[src/rtl/bp_nonsynth_cosim_pkg.sv]
// bp_nonsynth_cosim_pkg: shared state, record layout and width helpers for the cosim commit scheduler
package bp_nonsynth_cosim_pkg;

    typedef enum logic [2:0] {
        e_reset,
        e_init,
        e_wait_init,
        e_run,
        e_drain,
        e_done
    } bp_cosim_sched_state_e;

    localparam int cosim_vaddr_width_gp = 39;
    localparam int cosim_dword_width_gp = 64;

    // Commit record as seen on core_data_i / step_data_o, MSB first
    typedef struct packed {
        logic                            commit_v;
        logic                            interrupt_v;
        logic [cosim_vaddr_width_gp-1:0] pc;
        logic [31:0]                     instr;
        logic [cosim_dword_width_gp-1:0] wdata;
        logic [cosim_dword_width_gp-1:0] cause;
    } bp_cosim_commit_s;

    function automatic int bp_cosim_rec_width(input int vaddr_width, input int dword_width);
        return 2 + vaddr_width + 32 + 2 * dword_width;
    endfunction

    // Hart id width that stays legal for a single core
    function automatic int bp_cosim_id_width(input int num_core);
        return (num_core > 1) ? $clog2(num_core) : 1;
    endfunction

endpackage

[src/rtl/bp_nonsynth_cosim_rr_arb.sv]
// bp_nonsynth_cosim_rr_arb: round-robin arbiter with one-hot grant and yumi-advanced pointer
//   clk_i, reset_i : clock, async active-low reset
//   i_v            : per-requester valid
//   i_yumi         : grant was taken this cycle; advance priority past the winner
//   o_grant        : one-hot grant (combinational from i_v and the pointer)
//   o_id, o_gv     : index of the granted requester and whether any was granted
module bp_nonsynth_cosim_rr_arb
    import bp_nonsynth_cosim_pkg::*;
#(
    parameter  int num_core_p  = 4,
    localparam int id_width_lp = bp_cosim_id_width(num_core_p)
)(
    input  logic                   clk_i,
    input  logic                   reset_i,
    input  logic [num_core_p-1:0]  i_v,
    input  logic                   i_yumi,
    output logic [num_core_p-1:0]  o_grant,
    output logic [id_width_lp-1:0] o_id,
    output logic                   o_gv
);

    logic [id_width_lp-1:0] r_ptr;
    logic [id_width_lp-1:0] w_cand;

    // Scan from farthest to nearest so the requester closest to r_ptr wins last
    always_comb begin
        o_grant = '0;
        o_id    = r_ptr;
        o_gv    = 1'b0;
        w_cand  = r_ptr;
        for (int k = num_core_p - 1; k >= 0; k--) begin
            w_cand = id_width_lp'((int'(r_ptr) + k) % num_core_p);
            if (i_v[w_cand]) begin
                o_gv = 1'b1;
                o_id = w_cand;
            end
        end
        o_grant[o_id] = o_gv;
    end

    always_ff @(posedge clk_i or negedge reset_i) begin
        if (!reset_i)
            r_ptr <= '0;
        else if (i_yumi)
            r_ptr <= (int'(o_id) == num_core_p - 1) ? '0 : o_id + 1'b1;
    end

endmodule

[src/rtl/bp_nonsynth_cosim_sched.sv]
// bp_nonsynth_cosim_sched: serializes per-core commit records onto one cosim step channel
//   clk_i, reset_i        : clock, async active-low reset
//   en_i                  : cosim enable, only looked at in e_reset
//   instr_limit_i         : per-core pass threshold, 0 disables pass
//   core_v_i/core_data_i  : per-core records; core_ready_o is the one-hot accept
//   init_v_o/init_done_i  : one-shot simulator init handshake
//   step_v_o/step_core_o/step_data_o/step_yumi_i/step_fail_i : single-entry step channel
//   pass_o, fail_o, done_o: sticky status
// Optional: COSIM_SCHED_WATCHDOG_EN adds watchdog_cycles_p and stall_o; a run with no
// transfer for watchdog_cycles_p cycles fails.
module bp_nonsynth_cosim_sched
    import bp_nonsynth_cosim_pkg::*;
#(
    parameter  int num_core_p        = 4,
    parameter  int vaddr_width_p     = 39,
    parameter  int dword_width_p     = 64,
    parameter  int max_instr_p       = 2**30,
`ifdef COSIM_SCHED_WATCHDOG_EN
    parameter  int watchdog_cycles_p = 100000,
`endif
    localparam int rec_width_lp      = bp_cosim_rec_width(vaddr_width_p, dword_width_p),
    localparam int id_width_lp       = bp_cosim_id_width(num_core_p)
)(
    input  logic                             clk_i,
    input  logic                             reset_i,
    input  logic                             en_i,
    input  logic [31:0]                      instr_limit_i,
    input  logic [num_core_p-1:0]            core_v_i,
    input  logic [num_core_p*rec_width_lp-1:0] core_data_i,
    output logic [num_core_p-1:0]            core_ready_o,
    output logic                             init_v_o,
    input  logic                             init_done_i,
    output logic                             step_v_o,
    output logic [id_width_lp-1:0]           step_core_o,
    output logic [rec_width_lp-1:0]          step_data_o,
    input  logic                             step_yumi_i,
    input  logic                             step_fail_i,
    output logic                             pass_o,
    output logic                             fail_o,
    output logic                             done_o
`ifdef COSIM_SCHED_WATCHDOG_EN
    ,output logic                            stall_o
`endif
);

    localparam int cnt_width_lp = $clog2(max_instr_p + 1);

    bp_cosim_sched_state_e   r_state, w_state_n;
    logic [num_core_p-1:0]   w_grant;
    logic [id_width_lp-1:0]  w_gid, r_core;
    logic                    w_gv, w_open, w_xfer, w_commit, w_pass, w_fail;
    logic                    r_v, r_pass, r_fail;
    logic [rec_width_lp-1:0] w_rec, r_data;
    logic [cnt_width_lp-1:0] r_cnt [num_core_p];

    bp_nonsynth_cosim_rr_arb #(.num_core_p(num_core_p)) u_arb (
        .clk_i   (clk_i),
        .reset_i (reset_i),
        .i_v     (core_v_i),
        .i_yumi  (w_xfer),
        .o_grant (w_grant),
        .o_id    (w_gid),
        .o_gv    (w_gv)
    );

    // The output register can take a record when empty or being drained this cycle
    assign w_open       = (r_state == e_run) && (!r_v || step_yumi_i);
    assign core_ready_o = w_grant & {num_core_p{w_open}};
    assign w_xfer       = w_open && w_gv;
    assign w_rec        = core_data_i[int'(w_gid) * rec_width_lp +: rec_width_lp];
    assign w_commit     = w_rec[rec_width_lp-1] && (w_rec[rec_width_lp-3 -: vaddr_width_p] != '0);

    assign step_v_o    = r_v;
    assign step_core_o = r_core;
    assign step_data_o = r_data;
    assign pass_o      = r_pass;
    assign fail_o      = r_fail;

    always_comb begin
        w_pass = (r_state == e_run) && (instr_limit_i != '0);
        for (int i = 0; i < num_core_p; i++)
            if (64'(r_cnt[i]) < 64'(instr_limit_i))
                w_pass = 1'b0;
    end

`ifdef COSIM_SCHED_WATCHDOG_EN
    localparam int wd_width_lp = $clog2(watchdog_cycles_p + 1);
    logic [wd_width_lp-1:0] r_wd;
    logic                   r_stall, w_timeout;

    // Fires on the cycle the idle count would reach watchdog_cycles_p
    assign w_timeout = (r_state == e_run) && !w_xfer && (int'(r_wd) == watchdog_cycles_p - 1);
    assign w_fail    = (r_state == e_run) && ((step_yumi_i && step_fail_i) || w_timeout);
    assign stall_o   = r_stall;

    always_ff @(posedge clk_i or negedge reset_i) begin
        if (!reset_i) begin
            r_wd    <= '0;
            r_stall <= 1'b0;
        end else begin
            r_stall <= w_timeout;
            r_wd    <= (w_xfer || r_state != e_run) ? '0 : r_wd + 1'b1;
        end
    end
`else
    assign w_fail = (r_state == e_run) && step_yumi_i && step_fail_i;
`endif

    always_ff @(posedge clk_i or negedge reset_i) begin
        if (!reset_i)
            r_state <= e_reset;
        else
            r_state <= w_state_n;
    end

    always_comb begin
        w_state_n = r_state;
        init_v_o  = 1'b0;
        done_o    = 1'b0;
        case (r_state)
            e_reset:     w_state_n = en_i ? e_init : e_reset;
            e_init: begin
                init_v_o  = 1'b1;
                w_state_n = e_wait_init;
            end
            e_wait_init: w_state_n = init_done_i ? e_run : e_wait_init;
            e_run:       w_state_n = (w_fail || w_pass) ? e_drain : e_run;
            e_drain:     w_state_n = r_v ? e_drain : e_done;
            e_done:      done_o = 1'b1;
            default:     w_state_n = e_reset;
        endcase
    end

    always_ff @(posedge clk_i or negedge reset_i) begin
        if (!reset_i) begin
            r_v    <= 1'b0;
            r_core <= '0;
            r_data <= '0;
            r_pass <= 1'b0;
            r_fail <= 1'b0;
            for (int i = 0; i < num_core_p; i++)
                r_cnt[i] <= '0;
        end else begin
            if (w_xfer) begin
                r_v    <= 1'b1;
                r_core <= w_gid;
                r_data <= w_rec;
            end else if (step_yumi_i) begin
                r_v <= 1'b0;
            end
            // Fail has priority when both conditions land in the same cycle
            r_fail <= r_fail | w_fail;
            r_pass <= r_pass | (w_pass & ~w_fail);
            for (int i = 0; i < num_core_p; i++)
                if (w_xfer && w_commit && int'(w_gid) == i && int'(r_cnt[i]) < max_instr_p)
                    r_cnt[i] <= r_cnt[i] + 1'b1;
        end
    end

endmodule

[config.mk]
export PLATFORM = sky130hd
export DESIGN_NAME = bp_nonsynth_cosim_sched
export DESIGN_NICKNAME = d
export VERILOG_FILES = /design/src/rtl/bp_nonsynth_cosim_pkg.sv /design/src/rtl/bp_nonsynth_cosim_rr_arb.sv /design/src/rtl/bp_nonsynth_cosim_sched.sv
export SDC_FILE = /design/constraint.sdc
export NUM_CORES = 1
export LEC_CHECK = 0
export ABC_AREA = 1
export CORE_AREA = 3 3 407 409
export DETAILED_ROUTE_END_ITERATION = 10
export DIE_AREA = 0 0 410 412
export GPL_ROUTABILITY_DRIVEN = 0
export PLACE_DENSITY_LB_ADDON = 0.2
export SETUP_SLACK_MARGIN = 0.3
export SYNTH_ARGS = -nofsm -noshare
export SYNTH_HDL_FRONTEND = slang
export SYNTH_HIERARCHICAL = 1
export SYNTH_SLANG_ARGS = --single-unit
[constraint.sdc]
create_clock -name clk_i -period 3.4 [get_ports clk_i]
set_input_delay 0.34 -clock clk_i [delete_from_list [all_inputs] [get_ports clk_i]]
set_output_delay 0.34 -clock clk_i [all_outputs]
set_load 0.01 [all_outputs]
==> run summary <==
R2R setup slack = -0.41 ns
I/O pins = 1058
P_leak = 19.0 nW
most frequent cells in the layout = 1852 x nand2_1, 1053 x clkdlybuf4s50_1, 335 x dfrtp_1
Tmin final = 3.81 ns
Slew Limit Headroom = 0.411
Slew @ Worst Pin = 0.884 ns
Rows = 148
gr ovfl total = 0
DRT iter0 DRCs = 2605
Filler cells = 18214
final hold vios = 0
global routing's busiest layer = met2
Worst Setup Path Type = reg2reg
clk buf depth = 3
vias per inst = 4.29
Max Slew Vio Count = 0
die height = 412 um
total wire length = 206000 um
Setup WS post-layout = -0.408 ns
largest area contributor in the netlist = dfrtp_1
RSZ-0062 raised after global routing = yes
remaining antenna violation count = 0
largest net degree at the start of global routing = 98
area delta synth->final = 74.5%
routing usage on met1 = 0.308
Final HPWL DP = 177000 um
Crit path arrival time = 4.32 ns
R2R Path End = r_cnt[5]
share of the synthesized area in the top cell type = 0.352
Sink Count = 335
Hold WS = 0.365 ns
max-cap viol count = 0
core area = 162000 um^2
Synth Warn # = 6
Final Cycle Share = 1.12
CTS tree = built
RR Startpoint = u_arb/r_ptr[0]
IO Port Bufs = 1057
FMAX = 263 MHz
worst r2r path cells = 28
commonest non-fill, non-tap cell in the layout = nand2_1
CTS root buffer = clkbuf_16
failing checks = setup timing
Setup crit end kind = register
detailed-router iteration count before antenna repair = 5
initial antenna violation count = 112
met2 Resource Use GR = 0.339
post-synthesis sequential area ratio = 0.352
complex-gate fraction of the synthesized area = 0.0434
DR DRC count = 0
Worst EP required = 3.91 ns
Tot GR Track Use = 0.231
final clock skew = 0.0350 ns
CP startpoint = u_arb/r_ptr[0]
met3 global-route usage = 0.0970
Worst path slowest cell = dfrtp_1
Vias = 30315
Synth Area in XOR/XNOR = 0.0412
DR WL/cell = 29.1 um
status = complete, but fails checks
Die W = 410 um
initial core utilization = 0.146
die footprint = 169000 um^2
H-tree Lvls = 2
# nets final = 5786
number of global-route vias before repair = 29121
Inserted Clock Buffers = 46
Place WS = -1.22 ns
Post-Syn Nets = 4599
dpl cell area = 38700 um^2
multiplexer share of the synthesized area = 0
Post-Synth Simple-Gate Area = 0.436
worst vdd ir = 0.303 mV
Area contributors post-synth = dfrtp_1 35%, nand2_1 30%, ha_1 6.7%
placed cell count = 6907
Final setup viols = 127
worst skew pair latency = 0.63 ns
layout cells sized above 1 = 0.0986
Cell variety after synth = 40
Synth Area in Adders = 0.0673
worst-path fanout max = 8
fin area = 41500 um^2
Core Util, Final = 0.256
Syn Std Cell Area = 23800 um^2
cells after synthesis = 3625
global-route wire length before repair = 265000 um
CP max stage delay = 0.41 ns
PD cells = 303 nW/um^2
largest family of logic cells by synthesized area = simple AND/OR/NAND/NOR gates
CP startpoint kind = register
Worst Hold Class = in2async
Final Non-Filler Cells = 7063
Seq cells post-synth = 335
CTS clk-pin slew, worst paths = 0.07 ns
Syn Area/Cell = 6.56 um^2
[report_power, final]
group	total, mW	switching, mW	internal, mW
clock	5.53	2.17	3.36
sequential	3.99	0.0000000000000000228	3.99
combinational	3.07	1.57	1.50
[flip-flops by register name, indices dropped and copies added, names as in the netlist]
register and count:
pass_o 1, step_core_o 2, step_v_o 1, u_arb/r_ptr 2
fail_o 1, step_data_o 201, r_state 3, r_cnt 124
[critical path, delay by kind of cell, from the launching register on]
kind | cells | cell delay (ns)
flops | 1 | 0.41
simple gates | 16 | 1.61
buf+inv | 11 | 1.47
compound gates | 1 | 0.21
[worst max path at each step]
stage,end,slack [ns],cells after the start
final,r_cnt[5],-0.41,28
after global routing,r_cnt[29],-0.58,30
after CTS,r_cnt[4],-0.33,26
after detailed placement,r_cnt[13],-1.22,25
after global placement,r_cnt[71],-1.18,24
after floorplan,r_cnt[26],0.41,26
[per-stage QoR]
step                power, mW  setup TNS (ns)
detailed placement       7.03         -169.30
finish                   12.6          -35.10
global placement         7.04         -166.96
CTS                      12.7          -29.09
floorplan                4.74               0
global route             13.1          -60.47
[layout make-up]
class / count / area [um^2] / share of cell area
diodes: 40 / 100 / 0.00241
clock buffers: 62 / 1330 / 0.0321
clock inverters: 22 / 339 / 0.00817
inverters: 184 / 733 / 0.0177
multi-input cells: 2944 / 14500 / 0.350
flip-flops and latches: 335 / 8380 / 0.202
well taps: 2175 / 2720 / 0.0656
repair buffers: 1301 / 13400 / 0.322
[metal layers]
metal,part of all wire,vias to the layer above,wire length (um)
met4,0.031,38,6340
met3,0.11,275,22400
met5,0.0011,-,228
li1,-,14087,-
met1,0.44,14600,90100
met2,0.42,1315,86400
[cells by family after synthesis]
kind of cell / after synthesis
and+or+nand+nor: 2519
AOI/OAI and AO/OA: 185
buffers and inverters: 346
DFF: 335
xor gates and xnor gates: 112
adders and majority gates: 128
[what timing repair did]
item,4_1_cts,5_1_grt
hold buffers,1,0
resized for setup,144,66
setup buffers,22,3
gates cloned,2,4
endpoints found under the setup margin,264,330
endpoints found under the hold margin,78,0
pin swaps,15,21
[synth_stat cells]
library cell / number
buf_6: 11
o2111a_1: 1
a31oi_1: 2
o211ai_1: 3
inv_8: 1
a21oi_1: 82
nor4_1: 35
a21oi_4: 1
and3_1: 1
buf_2: 29
o21ai_0: 66
nand3_1: 105
nor3_1: 75
o21ai_1: 4
nand4_4: 1
a221oi_2: 1
and2_1: 1
nor3_4: 1
dfrtp_1: 335
o21a_1: 4
inv_2: 9
nand2_2: 8
a22o_1: 4
inv_1: 174
ha_1: 128
a22oi_1: 11
nand2_4: 3
xor2_1: 93
nand3_2: 3
buf_1: 8
buf_4: 1
nand2_1: 1922
nand4_1: 192
nor2_1: 168
o21bai_1: 1
or2_2: 2
a21o_1: 5
xnor2_1: 19
nand3b_1: 2
clkbuf_1: 113
(Power assumes the default switching activity.)
